`config.mk`:
```
export PLATFORM = sky130hd
export DESIGN_NAME = fpu_result_encoder
export DESIGN_NICKNAME = d
export VERILOG_FILES = /design/src/rtl/fpu_op_pkg.sv /design/src/rtl/fpu_result_fifo.sv /design/src/rtl/fpu_result_encoder.sv
export SDC_FILE = /design/constraint.sdc
export NUM_CORES = 1
export LEC_CHECK = 0
export CORE_MARGIN = 1
export CORE_UTILIZATION = 30
export DETAILED_ROUTE_END_ITERATION = 8
export HOLD_SLACK_MARGIN = 0.02
export PLACE_DENSITY = 0.59
export SETUP_SLACK_MARGIN = 0.3
export SLEW_MARGIN = 20
export SYNTH_ARGS = -nofsm -noshare
export SYNTH_HDL_FRONTEND = slang
export SYNTH_SLANG_ARGS = --single-unit
```
`constraint.sdc`:
```
create_clock -name i_clk -period 10 [get_ports i_clk]
set_input_delay 1 -clock i_clk [delete_from_list [all_inputs] [get_ports i_clk]]
set_output_delay 1 -clock i_clk [all_outputs]
set_load 0.005 [all_outputs]
```
`src/rtl/fpu_op_pkg.sv`:
```
// Operation codes shared by the FPU interface decode and the result return path.
// An op code is {unit, mode}: unit 0 = add/subtract, unit 1 = CORDIC.
package fpu_op_pkg;
  localparam int FPU_W = 32;
  localparam int OP_UNIT_BIT = 1;

  localparam logic [1:0] OP_ADD       = 2'b00;
  localparam logic [1:0] OP_SUB       = 2'b01;
  localparam logic [1:0] OP_CORDIC_M0 = 2'b10;
  localparam logic [1:0] OP_CORDIC_M1 = 2'b11;

  typedef struct packed {
    logic [1:0]       op;
    logic [FPU_W-1:0] data;
  } fpu_res_t;

  function automatic logic [1:0] enc_op(input logic unit, input logic mode);
    logic [1:0] op;
    op = 2'b00;
    op[OP_UNIT_BIT] = unit;
    op[0] = mode;
    return op;
  endfunction
endpackage

```
`src/rtl/fpu_result_fifo.sv`:
```
// Circular result queue: up to two pushes (slot 0 older) and one pop per cycle.
// Callers only push what o_free allows; head reads as zero when empty.
module fpu_result_fifo #(
  parameter int EW    = 34,
  parameter int DEPTH = 4,
  localparam int AW   = $clog2(DEPTH),
  localparam int CW   = AW + 1
) (
  input  logic          i_clk,
  input  logic          i_rst_n,
  input  logic          i_push0,
  input  logic [EW-1:0] i_data0,
  input  logic          i_push1,
  input  logic [EW-1:0] i_data1,
  input  logic          i_pop,
  output logic [EW-1:0] o_head,
  output logic [CW-1:0] o_count,
  output logic [CW-1:0] o_free
);
  logic [EW-1:0] r_mem [DEPTH];
  logic [AW-1:0] r_wr_ptr, r_rd_ptr;
  logic [CW-1:0] r_count;
  logic [AW-1:0] w_wr1;

  // Second push lands after the first when both are present.
  assign w_wr1 = r_wr_ptr + AW'(i_push0);

  always_ff @(posedge i_clk) begin
    if (i_push0) r_mem[r_wr_ptr] <= i_data0;
    if (i_push1) r_mem[w_wr1]    <= i_data1;
  end

  always_ff @(posedge i_clk or negedge i_rst_n) begin
    if (!i_rst_n) begin
      r_wr_ptr <= '0;
      r_rd_ptr <= '0;
      r_count  <= '0;
    end else begin
      r_wr_ptr <= r_wr_ptr + AW'(i_push0) + AW'(i_push1);
      r_rd_ptr <= r_rd_ptr + AW'(i_pop);
      r_count  <= r_count + CW'(i_push0) + CW'(i_push1) - CW'(i_pop);
    end
  end

  assign o_count = r_count;
  assign o_free  = CW'(DEPTH) - r_count + CW'(i_pop);
  assign o_head  = (r_count != '0) ? r_mem[r_rd_ptr] : '0;
endmodule

```
`src/rtl/fpu_result_encoder.sv`:
```
// FPU return path: folds unit/mode back into the op code and queues tagged
// results toward the interface, tracking dropped completions in a sticky flag.
module fpu_result_encoder
  import fpu_op_pkg::*;
#(
  parameter int W     = 32,
  parameter int DEPTH = 4,
  localparam int CW   = $clog2(DEPTH) + 1
) (
  input  logic         i_clk,
  input  logic         i_rst_n,
  input  logic         i_as_done,
  input  logic         i_as_mode,
  input  logic [W-1:0] i_as_result,
  input  logic         i_cd_done,
  input  logic         i_cd_mode,
  input  logic [W-1:0] i_cd_result,
  input  logic         i_res_ready,
  input  logic         i_clr_ovf,
  output logic         o_res_valid,
  output logic [W-1:0] o_res_data,
  output logic [1:0]   o_res_op,
  output logic         o_busy,
  output logic         o_ovf
);
  logic [W+1:0]  w_as_ent, w_cd_ent, w_data0, w_head;
  logic [CW-1:0] w_count, w_free;
  logic          w_pop, w_keep_as, w_keep_cd, w_drop, w_push0, w_push1;
  logic          r_ovf;

  assign w_as_ent = {enc_op(1'b0, i_as_mode), i_as_result};
  assign w_cd_ent = {enc_op(1'b1, i_cd_mode), i_cd_result};

  assign o_res_valid = (w_count != '0);
  assign w_pop       = o_res_valid & i_res_ready;

  // Add/subt is the older result: it claims the first free slot.
  assign w_keep_as = i_as_done & (w_free >= CW'(1));
  assign w_keep_cd = i_cd_done & (w_free >= (i_as_done ? CW'(2) : CW'(1)));
  assign w_drop    = (i_as_done & !w_keep_as) | (i_cd_done & !w_keep_cd);

  assign w_push0 = w_keep_as | w_keep_cd;
  assign w_data0 = w_keep_as ? w_as_ent : w_cd_ent;
  assign w_push1 = w_keep_as & w_keep_cd;

  fpu_result_fifo #(.EW(W + 2), .DEPTH(DEPTH)) u_fifo (
    .i_clk   (i_clk),
    .i_rst_n (i_rst_n),
    .i_push0 (w_push0),
    .i_data0 (w_data0),
    .i_push1 (w_push1),
    .i_data1 (w_cd_ent),
    .i_pop   (w_pop),
    .o_head  (w_head),
    .o_count (w_count),
    .o_free  (w_free)
  );

  always_ff @(posedge i_clk or negedge i_rst_n) begin
    if (!i_rst_n)       r_ovf <= 1'b0;
    else if (w_drop)    r_ovf <= 1'b1;
    else if (i_clr_ovf) r_ovf <= 1'b0;
  end

  assign o_res_op   = w_head[W+1:W];
  assign o_res_data = w_head[W-1:0];
  assign o_busy     = o_res_valid;
  assign o_ovf      = r_ovf;
endmodule

```
==> results.cfg, run 1 <==
[drt]
route.vias.total = 5188
avgRoutedWirePerCell_um = 23.89
drtPass1Iterations = 5
drtAntennaViolNets = 0
drt_drc_violations_left = 0
finalWirelength_um = 21380
initialDrtViolationCount = 466
detail_route.vias_per_cell = 5.797

[critical_path]
critPathMaxFanout = 34
setup.worst_path.start = i_res_ready
worst_ep_required_time_ps = 10290
timing.critical_path.to_type = flop
criticalPathCategory = in2reg
timing.critical_path.arrival_ps = 5830
rr_startpoint = u_fifo.o_count[2]
crit_path_start_kind = input pin

[clocking]
postCtsHoldBufs = 0
cts.reportedPaths.clkPinSlew_ps = 70
cts_root_cell = sky130_fd_sc_hd__clkbuf_16
clock_latency_ps = 430
clock_sinks = 144
htree_levels = 4
postCtsSetupRepairBufs = 0
cts_resized = 0
cts_inserted_buffers = 17
ctsLongestPathBuffers = 2
tritoncts = done

[synthesis]
synthCells = 471
netlist-cell-type-count = 40
ys_seq_area_share_pct = 57.19
synthArstFlopShare_pct = 5.556
synth_area_um2 = 7421
syn_avg_cell_area_um2 = 15.76
synth-edff-count = 132
number_of_synthesized_register_bits = 144
synth.net_count = 553
dominantRegCellSynth = sky130_fd_sc_hd__edfxtp_1
yosysWarningCount = 0

[power]
power.static_leakage_nw = 3.052
power_mw = 3.738
peak_vdd_ir_uv = 166.2
powerDensity_nw_per_um2 = 395.9

[layout]
antenna_cells = 0
multi_input_comb_area_um2 = 2955
regArea_um2 = 4247
postLayoutCoreUtil_pct = 38.82
area.growth.synth_to_final_pct = 27.21
fin_nets = 640
finish.cell_count_without_fillers = 895
layout-drive-gt1-share_pct = 16.99
num-fill-cells = 2229
layout_common_cells = 132 x sky130_fd_sc_hd__a32o_1, 132 x sky130_fd_sc_hd__edfxtp_1, 108 x sky130_fd_sc_hd__clkdlybuf4s50_1

[global_routing]
grt_busiest_layer = met2
grt_first_pass_wirelength_um = 32890
maximum_number_of_pins_on_one_net_before_global_route_repair = 81
track_usage_pct = 17.36
met2_global_route_usage_pct = 29.57
globalRouteOverflowTotal = 0
grt_antenna_before_repair = 1
met3_usage_pct = 4.793
vias_in_the_first_global_route = 5529
global_route.usage.met1_pct = 21.38

[timing]
finalCritPeriodShare_pct = 55.47
fmax_mhz = 180.3
clock_skew_ps = 10.04
timing_max_transition_violations_final = 0
holdWs_ps = 482.0
report.final.hold_viol_count = 0
max_slew.worst_pin.slew_ps = 1058
timing.final.crit_period_ps = 5547
rsz0062_at_grt = no
totalNegativeSetupSlack_ps = 0
setup_violations = 0
timing.max_slew.rel_slack_pct = 29.48

[min_path]
worst_hold_startpoint = u_fifo.r_mem[0][33]
worstHoldPathType = reg2reg

[floorplanning]
chipHeight_um = 159.3
boundaryPins = 109
fp.dieArea_um2 = 25370
initial_core_utilization_pct = 30.51
fp.dieW_um = 159.3
placement_rows = 57
core_region_area_um2 = 24320

[placed_design]
dpl.hpwl_um = 12530
numPlacedInstances = 862
place.port_buffers = 108
gp_congestion = 0.8278

[run_status]
status = complete, no violations

[run]
max_cap_violations = 0
==> synthesized netlist by cell type (all sizes together), types with 4 or more instances <==
cell    number  area, um2
edfxtp     132       3964
nand2        6      22.52
ha           8      100.1
and2        35      219.0
mux4        34      765.7
dfxtp        4      80.08
a32o       132       1321
dfrtp        8      200.2
xor2         4      42.55
a22o         4      35.03
inv         14      52.55
clkbuf       8      30.03
buf         46      276.5
==> registers in the layout (all words and copies together) (netlist names) <==
register	flops
o_ovf	1
u_fifo.o_count	3
u_fifo.r_mem	136
u_fifo.r_rd_ptr	2
u_fifo.r_wr_ptr	2
==> critical path: stages <==
cell and delay (ps):
sky130_fd_sc_hd__clkdlybuf4s50_1 460, sky130_fd_sc_hd__nand2_1 70, sky130_fd_sc_hd__ha_1 310, sky130_fd_sc_hd__ha_1 280, sky130_fd_sc_hd__nand2b_1 140, sky130_fd_sc_hd__a211o_1 490, sky130_fd_sc_hd__a21oi_1 910, sky130_fd_sc_hd__inv_1 100
sky130_fd_sc_hd__ha_1 470, sky130_fd_sc_hd__nor2_1 380, sky130_fd_sc_hd__mux2_2 860, sky130_fd_sc_hd__a32o_1 290
==> path summary, 6_finish.rpt <==
| kind | slack (ps) | cells past startpoint | end |
|---|---|---|---|
| worst min register to register | 480 | 1 | u_fifo.r_mem[0][33] |
| worst min-delay path | 480 | 1 | u_fifo.r_mem[0][33] |
| min in group asynchronous | 870 | 1 | u_fifo.o_count[1] |
| worst max-delay path | 4450 | 12 | u_fifo.r_mem[0][29] |
| max in group asynchronous | 8820 | 1 | u_fifo.r_rd_ptr[1] |
| worst max register to register | 4650 | 13 | u_fifo.r_mem[0][29] |
==> power breakdown <==
group / switching, mW / total (mW) / leakage, nW / internal (mW)
sequential: 0.121 / 1.21 / 1.41 / 1.09
clock: 0.270 / 0.620 / 0.283 / 0.350
combinational: 1.05 / 1.91 / 1.36 / 0.863
==> final cells by class <==
cell class	instances	area share, %
Multi-Input combinational cell	259	31.31
Tap cell	324	4.294
Clock buffer	17	4.506
Sequential cell	144	44.98
Timing Repair Buffer	122	12.78
Clock inverter	15	1.577
Inverter	14	0.5567
==> cells by family after synthesis <==
logic type / count (synthesis) / share of synthesized area, %
AOI/OAI and AO/OA: 153 / 20.18
DFF: 144 / 57.19
buffers and inverters: 68 / 4.839
and+or+nand+nor: 51 / 3.996
muxes: 38 / 10.98
adders and majority gates: 10 / 1.888
xor gates and xnor gates: 7 / 0.9275
==> metrics by stage <==
step,area [um2],worst slack [ps]
floorplan,7421,4581
global placement,8838,4159
detailed placement,8838,4007
CTS,9413,4455
global route,9440,4239
finish,9440,4453
==> routing by layer <==
metal  wire length (um)  vias up  share of wire (%)
li1                   -     2242                  -
met1               8610     2666                 40
met2              10820      255                 51
met3               1664       23                7.8
met4                274        2                1.3
met5                 12        -              0.056
(Power assumes the default switching activity.)
==> run 2, diff against run 1 <==
--- a/config.mk
+++ b/config.mk
@@ -9,7 +9,7 @@
 export CORE_UTILIZATION = 30
 export DETAILED_ROUTE_END_ITERATION = 8
 export HOLD_SLACK_MARGIN = 0.02
-export PLACE_DENSITY = 0.59
+export PLACE_DENSITY = 0.61
 export SETUP_SLACK_MARGIN = 0.3
 export SLEW_MARGIN = 20
 export SYNTH_ARGS = -nofsm -noshare
==> constraint.sdc (replaced) <==
create_clock -name i_clk -period 4.9 [get_ports i_clk]
set_input_delay 0.49 -clock i_clk [delete_from_list [all_inputs] [get_ports i_clk]]
set_output_delay 0.49 -clock i_clk [all_outputs]
set_load 0.005 [all_outputs]
==> run 2 against run 1 <==
Net effect:
- register-to-register slack got worse by 4200 ps
- sequential share of layout area decreased by 0.55 points
- clock skew about the same
- hold slack got worse by 130 ps
- critical path type is now reg2reg
==> results.cfg, run 2 (same netlist as run 1, synthesis figures left out) <==
[run_status]
status = complete, no violations

[floorplanning]
initial_core_utilization_pct = 30.51
chipHeight_um = 159.3
core_region_area_um2 = 24320
boundaryPins = 109
placement_rows = 57
fp.dieW_um = 159.3
fp.dieArea_um2 = 25370

[drt]
avgRoutedWirePerCell_um = 24.00
finalWirelength_um = 21750
detail_route.vias_per_cell = 5.760
initialDrtViolationCount = 404
drtAntennaViolNets = 0
drtPass1Iterations = 5
drt_drc_violations_left = 0
route.vias.total = 5219

[critical_path]
critical_path.slowest_cell = sky130_fd_sc_hd__mux2_2
critical-path-top-delay-family = adder cells
worst_r2r_endpoint = u_fifo.r_mem[0][31]
critPathMaxFanout = 34
crit_path_top_cell_by_count = sky130_fd_sc_hd__ha_1
timing.critical_path.arrival_ps = 4700
path_buf_inv = 2
crit_path_max_incr_delay_ps = 870
cp_cell_sequence = or3_1, nand2_1, ha_1, inv_1, ha_1, ha_1, a211o_1, a21oi_2, inv_1, ha_1, nor2_1, mux2_2, a32o_1
criticalPathCategory = reg2reg
reg2regPathDepth = 13
rr_startpoint = u_fifo.o_count[2]
reg2reg_slack_ps = 480
timing.critical_path.to_type = flop
worst_ep_required_time_ps = 5180
crit_path_start_kind = flop

[clocking]
cts_resized = 0
ctsLongestPathBuffers = 2
cts.reportedPaths.clkPinSlew_ps = 60
cts_inserted_buffers = 17
clock_latency_ps = 420
htree_levels = 4
postCtsSetupRepairBufs = 0
postCtsHoldBufs = 0
tritoncts = done
clock_sinks = 144
cts_root_cell = sky130_fd_sc_hd__clkbuf_16

[global_routing]
globalRouteOverflowTotal = 0
grt_first_pass_wirelength_um = 33320
vias_in_the_first_global_route = 5583
grt_antenna_before_repair = 2
maximum_number_of_pins_on_one_net_before_global_route_repair = 82
track_usage_pct = 17.56

[layout]
layout-drive-gt1-share_pct = 17.93
postLayoutCoreUtil_pct = 39.30
largest_register = u_fifo.r_mem
largest_register_ffs = 136
fin_nets = 649
layout_common_cells = 132 x sky130_fd_sc_hd__a32o_1, 132 x sky130_fd_sc_hd__edfxtp_1, 108 x sky130_fd_sc_hd__clkdlybuf4s50_1
num-fill-cells = 2239
area.growth.synth_to_final_pct = 28.78

[timing]
totalNegativeSetupSlack_ps = 0
clock_skew_ps = 9.775
max_slew.worst_pin.slew_ps = 1052
fmax_mhz = 226.3
timing.max_slew.rel_slack_pct = 29.87
timing.final.crit_period_ps = 4418
report.final.hold_viol_count = 0
timing_max_transition_violations_final = 0
rsz0062_at_grt = no
setup_violations = 0
finalCritPeriodShare_pct = 90.17

[power]
power_mw = 7.786
power.static_leakage_nw = 3.087
peak_vdd_ir_uv = 433.7
powerDensity_nw_per_um2 = 814.7

[run]
max_cap_violations = 0

[placed_design]
place.port_buffers = 108
gp_congestion = 0.8053
dpl.hpwl_um = 13000

[min_path]
worstHoldPathType = in2async
==> run 2: per-stage QoR <==
| stage | instances | instance area (um2) | setup slack [ps] | hold slack (ps) |
|---|---|---|---|---|
| 6_report | 906 | 9557 | 481.7 | 354.3 |
| 5_1_grt | 906 | 9557 | 339.4 | 370.9 |
| 4_1_cts | 899 | 9489 | 464.8 | 352.4 |
| 3_5_place_dp | 867 | 8942 | 372.3 | 457.4 |
| 3_3_place_gp | 867 | 8942 | 453.6 | 452.6 |
| 2_1_floorplan | 471 | 7456 | 182.1 | 194.4 |
==> run 2: worst max path at each step <==
stage,from,to,slack (ps),depth (start not counted)
after CTS,u_fifo.o_count[2],u_fifo.r_mem[0][12],460,15
after floorplan,u_fifo.o_count[2],u_fifo.r_mem[3][0],180,16
after global routing,u_fifo.o_count[2],u_fifo.r_mem[0][29],340,13
after global placement,i_res_ready,u_fifo.r_mem[2][7],450,15
after detailed placement,i_res_ready,u_fifo.r_mem[2][9],370,14
final,u_fifo.o_count[2],u_fifo.r_mem[0][31],480,13
==> run 2: power breakdown <==
group | total [mW] | internal (mW) | switching (mW)
Sequential | 2.54 | 2.21 | 0.325
Clock | 1.21 | 0.695 | 0.518
Combinational | 4.04 | 1.91 | 2.12
Total | 7.79 | 4.82 | 2.97
==> run 2: final cells by class <==
class	instances	area (um2)	area share, %
antenna	2	5.005	0.05237
clock buffer	18	429.2	4.491
clock inverter	14	117.6	1.231
inverter	14	52.55	0.5499
multi-input combinational	260	2972	31.09
sequential	144	4247	44.44
tap	324	405.4	4.242
timing repair buffer	130	1329	13.90
==> run 2: worst register-to-register path, stage by stage, from the launching register on <==
cell and delay (ps):
sky130_fd_sc_hd__dfrtp_1 420, sky130_fd_sc_hd__or3_1 410, sky130_fd_sc_hd__nand2_1 100, sky130_fd_sc_hd__ha_1 140, sky130_fd_sc_hd__inv_1 40, sky130_fd_sc_hd__ha_1 280
sky130_fd_sc_hd__ha_1 280, sky130_fd_sc_hd__a211o_1 300, sky130_fd_sc_hd__a21oi_2 180, sky130_fd_sc_hd__inv_1 60, sky130_fd_sc_hd__ha_1 430, sky130_fd_sc_hd__nor2_1 480
sky130_fd_sc_hd__mux2_2 870, sky130_fd_sc_hd__a32o_1 290
==> run 2: routing by layer <==
metal	up-vias	global-route usage, %	share of wire, %
li1	2253	-	-
met1	2696	21.84	41
met2	243	30.06	51
met3	27	3.386	6.5
met4	0	6.993	2.0
met5	-	0	0
